File: config.mk
export PLATFORM = sky130hd
export DESIGN_NAME = bcd_display_ctrl
export DESIGN_NICKNAME = d
export VERILOG_FILES = /design/src/rtl/bcd_display_ctrl.sv
export SDC_FILE = /design/constraint.sdc
export NUM_CORES = 1
export LEC_CHECK = 0
export CAP_MARGIN = 25
export CORE_MARGIN = 1.5
export CORE_UTILIZATION = 30
export DETAILED_ROUTE_END_ITERATION = 10
export SLEW_MARGIN = 20
export SYNTH_ARGS = -nofsm -noshare
export SYNTH_HDL_FRONTEND = slang
export SYNTH_SLANG_ARGS = --single-unit
File: constraint.sdc
create_clock -name clk -period 6.42 [get_ports clk]
set_input_delay 0.963 -clock clk [delete_from_list [all_inputs] [get_ports clk]]
set_output_delay 0.963 -clock clk [all_outputs]
set_load 0.05 [all_outputs]
File: src/rtl/bcd_display_ctrl.sv
// Sequential 14-bit binary to 4-digit BCD converter (shift-and-add-3, one bit per clock)
// driving a multiplexed common-anode 7-segment display. Optional: BCD_LEADING_ZERO_BLANK_EN.
module bcd_display_ctrl #(
  parameter int N           = 14,
  parameter int REFRESH_DIV = 50000
) (
  input  logic         clk,
  input  logic         rst,
  input  logic         start,
  input  logic [N-1:0] value,
  output logic         busy,
  output logic         done,
  output logic         ovf,
  output logic [3:0]   an,
  output logic [6:0]   seg
);

  localparam int RW = (REFRESH_DIV > 2) ? $clog2(REFRESH_DIV) : 1;
  localparam logic [N-1:0] MAXV = N'(9999);

  typedef enum logic [1:0] {IDLE, SHIFT, DONE} state_t;

  state_t        state, state_n;
  logic [N-1:0]  bin, bin_sh;
  logic [15:0]   bcd, bcd_adj, bcd_sh;
  logic [3:0]    cnt;
  logic          ovf_pend;
  logic [15:0]   disp;
  logic [RW-1:0] ref_cnt;
  logic [1:0]    idx;
  logic [3:0]    digit;
  logic          blank;
  logic          last;

  assign last = (cnt == 4'(N-1));

  always_ff @(posedge clk or posedge rst) begin
    if (rst) state <= IDLE;
    else     state <= state_n;
  end

  always_comb begin
    state_n = state;
    case (state)
      IDLE:    if (start) state_n = SHIFT;
      SHIFT:   if (last)  state_n = DONE;
      DONE:    state_n = IDLE;
      default: state_n = IDLE;
    endcase
  end

  assign busy = (state != IDLE);
  assign done = (state == DONE);

  // Add-3 correction per nibble, then one left shift of {bcd, bin}.
  for (genvar i = 0; i < 4; i++) begin : g_adj
    assign bcd_adj[4*i +: 4] = (bcd[4*i +: 4] >= 4'd5) ? bcd[4*i +: 4] + 4'd3 : bcd[4*i +: 4];
  end
  assign bcd_sh = {bcd_adj[14:0], bin[N-1]};
  assign bin_sh = {bin[N-2:0], 1'b0};

  always_ff @(posedge clk or posedge rst) begin
    if (rst) begin
      bin      <= '0;
      bcd      <= '0;
      cnt      <= '0;
      ovf_pend <= 1'b0;
      disp     <= '0;
      ovf      <= 1'b0;
    end else begin
      case (state)
        IDLE: if (start) begin
          bin      <= (value > MAXV) ? MAXV : value;
          ovf_pend <= (value > MAXV);
          bcd      <= '0;
          cnt      <= '0;
        end
        SHIFT: begin
          bcd <= bcd_sh;
          bin <= bin_sh;
          cnt <= cnt + 4'd1;
          // Commit uses this edge's shifted value so done and display update together.
          if (last) begin
            disp <= bcd_sh;
            ovf  <= ovf_pend;
          end
        end
        default: ;
      endcase
    end
  end

  always_ff @(posedge clk or posedge rst) begin
    if (rst) begin
      ref_cnt <= '0;
      idx     <= '0;
    end else if (ref_cnt == RW'(REFRESH_DIV - 1)) begin
      ref_cnt <= '0;
      idx     <= idx + 2'd1;
    end else begin
      ref_cnt <= ref_cnt + 1'b1;
    end
  end

  assign digit = disp[{idx, 2'b00} +: 4];

`ifdef BCD_LEADING_ZERO_BLANK_EN
  assign blank = (idx != 2'd0) && ((disp >> {idx, 2'b00}) == 16'd0);
`else
  assign blank = 1'b0;
`endif

  function automatic logic [6:0] seg_dec(input logic [3:0] d);
    case (d)
      4'd0:    return 7'b1000000;
      4'd1:    return 7'b1111001;
      4'd2:    return 7'b0100100;
      4'd3:    return 7'b0110000;
      4'd4:    return 7'b0011001;
      4'd5:    return 7'b0010010;
      4'd6:    return 7'b0000010;
      4'd7:    return 7'b1111000;
      4'd8:    return 7'b0000000;
      4'd9:    return 7'b0010000;
      default: return 7'b1111111;
    endcase
  endfunction

  always_comb begin
    an  = 4'b1111;
    seg = 7'b1111111;
    if (!blank) begin
      an  = ~(4'b0001 << idx);
      seg = seg_dec(digit);
    end
  end

endmodule

==> results of run 1 <==
flip-flops by register name, summed over array words and instances, names as in the netlist:
signal and count:
bin 14, bcd 16, ovf_pend 1, ref_cnt 16, disp 16, idx 2
state 2, cnt 4, ovf 1
layout make-up:
| cell class | count | area, sq um | area share |
|---|---|---|---|
| clock buffers | 11 | 252.7 | 0.05583 |
| clock inverters | 5 | 55.05 | 0.01216 |
| inverters | 20 | 75.07 | 0.01658 |
| multi-input cells | 277 | 1787 | 0.3947 |
| flip-flops and latches | 72 | 1802 | 0.3980 |
| well taps | 168 | 210.2 | 0.04643 |
| repair buffers | 36 | 345.3 | 0.07629 |
through the flow:
stage	util	worst slack, ns	total power [mW]	hold slack (ns)
floorplan	-	3.094	1.422	0.4251
global placement	0.3483	2.869	1.649	0.4397
detailed placement	0.3483	2.799	1.685	0.4535
CTS	0.3738	2.444	2.198	0.4608
global route	0.3738	2.326	2.355	0.4731
finish	0.3738	2.464	2.181	0.4586
report_power, final:
part | switching [mW] | total, mW | internal (mW)
sequential | 0.115 | 0.727 | 0.612
combinational | 0.570 | 0.950 | 0.380
clock | 0.183 | 0.503 | 0.320
final timing paths:
check,startpoint,slack [ns],end
hold / removal,ref_cnt[0],0.46,ref_cnt[0]
min in group asynchronous,rst,1.22,ref_cnt[13]
max in group asynchronous,rst,4.61,bcd[8]
setup / recovery,idx[0],2.46,seg[3]
setup reg to reg,ref_cnt[7],4.27,idx[1]
hold reg to reg,ref_cnt[0],0.46,ref_cnt[0]
metal layers:
layer,part of all wire,GRT usage
met1,0.50,0.1768
met4,0.014,0.04444
met5,0,0
met2,0.45,0.2032
met3,0.033,0.02847
worst max-delay path, stage by stage, from the launching register on:
cell and delay [ns]:
dfrtp_1 0.51, mux4_1 0.72, inv_1 0.16, ha_1 0.15, or2_0 0.13, a21oi_2 0.07
a21oi_1 0.12, clkdlybuf4s50_1 0.81
cell usage after synthesis:
library cell,n
nor4_1,2
a21oi_2,1
or2_2,2
a22oi_1,8
nor2_1,31
or2_0,1
dfrtp_1,72
xnor2_1,10
or4_1,1
buf_6,2
a2bb2oi_1,1
mux4_2,2
a22o_1,4
buf_2,3
xor2_1,10
and2b_2,1
nand2b_2,2
nor3_1,5
buf_1,1
a31oi_1,5
a21oi_1,16
o22a_2,1
nor4b_1,1
mux2_2,5
a21o_1,4
nor2b_1,4
and2_1,1
mux4_1,2
or3b_2,5
nand2b_4,1
nand2b_1,6
inv_1,20
ha_1,20
nand3_1,30
clkbuf_1,11
nand4_1,3
o21ai_0,37
o31ai_1,2
nor3b_1,4
and3_1,3
nand2_1,45
nor4b_2,1
cell families (layout without fill, tap and decap cells):
| logic type | count (synthesis) | count (layout) | share of synthesized area |
|---|---|---|---|
| fa+ha+maj | 20 | 20 | 0.06680 |
| simple gates | 149 | 149 | 0.1984 |
| buf+inv | 37 | 72 | 0.04208 |
| flops | 72 | 72 | 0.4810 |
| xor+xnor | 20 | 20 | 0.04676 |
| compound gates | 79 | 79 | 0.1239 |
| mux | 9 | 9 | 0.04108 |
==> results.yml, run 1 <==
power:
  powerDensity_mw_per_mm2: 481.7
  p_leak_nw: 2.002
  peakVddDrop_mv: 0.1674
clock_network:
  hold_buffers: 0
  cts-root-buf: "clkbuf_16"
  htreeDepth: 3
  cts_tree: "yes"
  cts_resized: 0
  cts_buffer_depth: 2
  cts_setup_buffers: 0
  numClockSinks: 72
  clkSlewWorstSetupHoldPaths_ns: 0.06
  cts_buffers: 9
  insertion_delay_ns: 0.33
sta:
  drv_slew: 0
  maxSlewHeadroom: 0.3957
  clock.fmax_mhz: 252.8
  period_share: 0.6162
  worst_pin_slew_ns: 0.9065
  finClkSkew_ns: 0.004390
  finalSetupViolCount: 0
  min_period_ns: 3.956
  setup_tns_ns: 0
  hold_viol: 0
  grt_setup_unrepaired: "no"
global_route:
  antenna_found_initial: 0
  grt_max_degree: 73
  grt_overflow: 0
  first_global_vias: 2810
  grt_usage: 0.1290
  grt_first_pass_wirelength_mm: 13.56
hold_path:
  hold_depth: 1
  hold_path.class: "reg2reg"
floorplan:
  die_area_sq_mm: 0.01317
  pin_count: 31
  start_util: 0.3093
  die_y_microns: 114.7
  dieWidth_microns: 114.7
  num_rows: 40
  coreArea_sq_mm: 0.01211
worst_setup_path:
  crit_required_ns: 5.46
  crit_path_end_kind: "output pin"
  reg2reg_depth: 5
  path_class: "reg2out"
  crit_fanout: 7
  start_kind: "flop"
  cp.arrival_ns: 2.99
outcome:
  status: "completed"
synth:
  syn-cell-area_sq_mm: 0.003746
  syn-instance-count: 386
  synth-seq-area-share: 0.4810
  yosys.area.top_type: "dfrtp_1"
  synth_nets: 423
  ys_types: 42
  ys.warnings.count: 0
  ys_top_cells_by_area: "dfrtp_1 48%, ha_1 6.7%, o21ai_0 4.9%, nand2_1 4.5%, nand3_1 4.0%"
  synth_top_area_frac: 0.4810
  synth-seq-cells: 72
  avgSynthCellArea_sq_um: 9.705
cells_and_area:
  areaGrowthSynthToFinish_pct: 20.84
  layout_common_cells: "72 x dfrtp_1, 45 x nand2_1, 37 x o21ai_0, 31 x nor2_1"
  instances_no_fill: 589
  stdcell_area_sq_mm: 0.004527
  layout_commonest_cell: "dfrtp_1"
  drive_above_1_share: 0.1045
  antennaDiodeCount: 0
  fill_cells: 1240
  nNetsFinal: 453
drt:
  ant_nets: 0
  first_pass_iters: 4
  vias_per_cell: 4.747
  dr.first_iter.drc_count: 142
  wl_per_cell_microns: 12.99
  post-route-drc-count: 0
  drt-total-wl_mm: 7.651
  vias: 2796
placed_design:
  placed_cells: 573
  dpl.hpwl_mm: 5.149
  placed_area_sq_mm: 0.004219
  port-buffer-count: 30
  place.gp.congestion: 0.7684
run:
  drv_cap: 0
Power figures use the tool's default switching activity.
==> run 2: changes to the inputs <==
Clock period 6.42 ns to 3.4 ns, I/O delays scaled along.
==> run 2 against run 1 <==
Against the previous run: total power grew 82%; via count grew 0.54%; count of clock-buffer cells in the layout grew 2.
==> results.yml, run 2 (synthesis results as in run 1) <==
drt:
  highest-signal-layer: "met4"
  wl_met1_mm: 3.733
  dr.first_iter.drc_count: 102
  wl_per_cell_microns: 12.79
  met2RoutedLength_mm: 3.481
  vias_per_cell: 4.772
  drt-total-wl_mm: 7.536
  wl_met3_microns: 208
  first_pass_iters: 5
  ant_nets: 0
  vias: 2811
  post-route-drc-count: 0
sta:
  setup_tns_ns: 0
  clock.fmax_mhz: 312.0
  hold_viol: 0
  grt_setup_unrepaired: "no"
  drv_slew: 0
  min_period_ns: 3.205
  period_share: 0.9428
  finClkSkew_ns: 0.009664
  maxSlewHeadroom: 0.5478
  worst_pin_slew_ns: 0.6758
  finalSetupViolCount: 0
  worst_slack_ns: 0.1945
cells_and_area:
  instances_no_fill: 589
  reg_top3: "bcd (16), disp (16), ref_cnt (16)"
  layout_common_cells: "72 x dfrtp_1, 45 x nand2_1, 37 x o21ai_0, 31 x nor2_1, 30 x nand3_1"
  nNetsFinal: 453
  drive_above_1_share: 0.09976
  areaGrowthSynthToFinish_pct: 19.91
  fill_cells: 1252
  antennaDiodeCount: 0
  layout_commonest_cell: "dfrtp_1"
worst_setup_path:
  slowest_stage: "mux4_1"
  crit_path_frequent_cell: "nor2_1"
  critPathMaxStageDelay_ns: 0.73
  crit_path_end_kind: "output pin"
  path_cells: "mux4_1, ha_1, nor2_1, nor2_1, clkdlybuf4s50_1"
  cp.arrival_ns: 2.70
  path_buf_inv: 1
  path_class: "reg2out"
  crit_fanout: 7
  start_kind: "flop"
  crit_required_ns: 2.89
  critPathTopFamily: "multiplexers"
placed_design:
  pre_cts_ws_ns: 0.3333
  dpl.hpwl_mm: 5.208
  placed_cells: 573
  port-buffer-count: 30
  place.gp.congestion: 0.8017
floorplan:
  num_rows: 40
  dieWidth_microns: 114.7
  die_area_sq_mm: 0.01317
  start_util: 0.3093
  die_y_microns: 114.7
  pin_count: 31
  coreArea_sq_mm: 0.01211
hold_path:
  hold_path.class: "in2async"
global_route:
  grt_max_degree: 64
  grt_first_pass_wirelength_mm: 13.27
  grt_overflow: 0
  antenna_found_initial: 0
  grt_usage: 0.1270
  first_global_vias: 2778
clock_network:
  cts_buffers: 9
  numClockSinks: 72
  cts_tree: "yes"
  htreeDepth: 3
  hold_buffers: 0
  insertion_delay_ns: 0.33
  cts_buffer_depth: 2
  clkSlewWorstSetupHoldPaths_ns: 0.06
  cts-root-buf: "clkbuf_16"
outcome:
  status: "completed"
power:
  p_leak_nw: 2.023
  p_total_mw: 3.966
  powerDensity_mw_per_mm2: 883.0
  peakVddDrop_mv: 0.3232
run:
  drv_cap: 0
[run 2: cell count changes in the layout (fill, tap and decap cells not counted)]
cell,delta
buf_12,+1
buf_4,+1
bufinv_16,-1
clkbuf_1,+4
clkbuf_8,-2
clkdlybuf4s50_1,-6
clkinv_4,+1
clkinvlp_4,-2
dlygate4sd2_1,+1
dlymetal6s2s_1,+3
[run 2: per-stage QoR]
| stage | area (sq um) | hold slack, ns | util |
|---|---|---|---|
| floorplan | 3746 | 0.4251 | - |
| global placement | 4227 | 0.4368 | 0.3490 |
| detailed placement | 4227 | 0.4534 | 0.3490 |
| CTS | 4484 | 0.4197 | 0.3702 |
| global route | 4492 | 0.4289 | 0.3709 |
| finish | 4492 | 0.4169 | 0.3709 |
[run 2: repair_timing]
item / CTS / global route
resized for setup: 1 / 3
endpoints found under the setup margin: 1 / 3
setup buffers: 0 / 0
[run 2: worst paths after layout]
check / to / slack (ns) / start / cells past startpoint
max in group asynchronous: bcd[9] / 2.36 / rst / 3
min: ref_cnt[4] / 0.42 / rst / 2
min reg2reg: ref_cnt[0] / 0.45 / ref_cnt[0] / 1
max reg2reg: disp[3] / 1.34 / state[1] / 6
max: seg[6] / 0.19 / idx[0] / 5
min in group clk: ref_cnt[0] / 0.45 / ref_cnt[0] / 1
[run 2: cell type report]
cell class              count  area (sq um)  area share
multi-input cells         277          1787      0.3978
clock buffers              13         240.2     0.05348
flip-flops and latches     72          1802      0.4011
repair buffers             36         359.1     0.07994
clock inverters             3         18.77    0.004178
inverters                  20         75.07     0.01671
well taps                 168         210.2     0.04680
[run 2: where the power goes]
part / internal [mW] / switching (mW)
sequential: 1.16 / 0.210
clock: 0.493 / 0.339
combinational: 0.699 / 1.07
[run 2: per-layer routing]
metal | vias up | track usage
met5 | - | 0
met4 | 0 | 0.04691
met3 | 9 | 0.02530
met2 | 39 | 0.2084
met1 | 1376 | 0.1675
li1 | 1387 | -
==> run 3: changes to the inputs <==
Settings changed: TNS_END_PERCENT from default to 100.
==> results of run 3 <==
Final layout, timing and power as in run 2 (identical DEF).
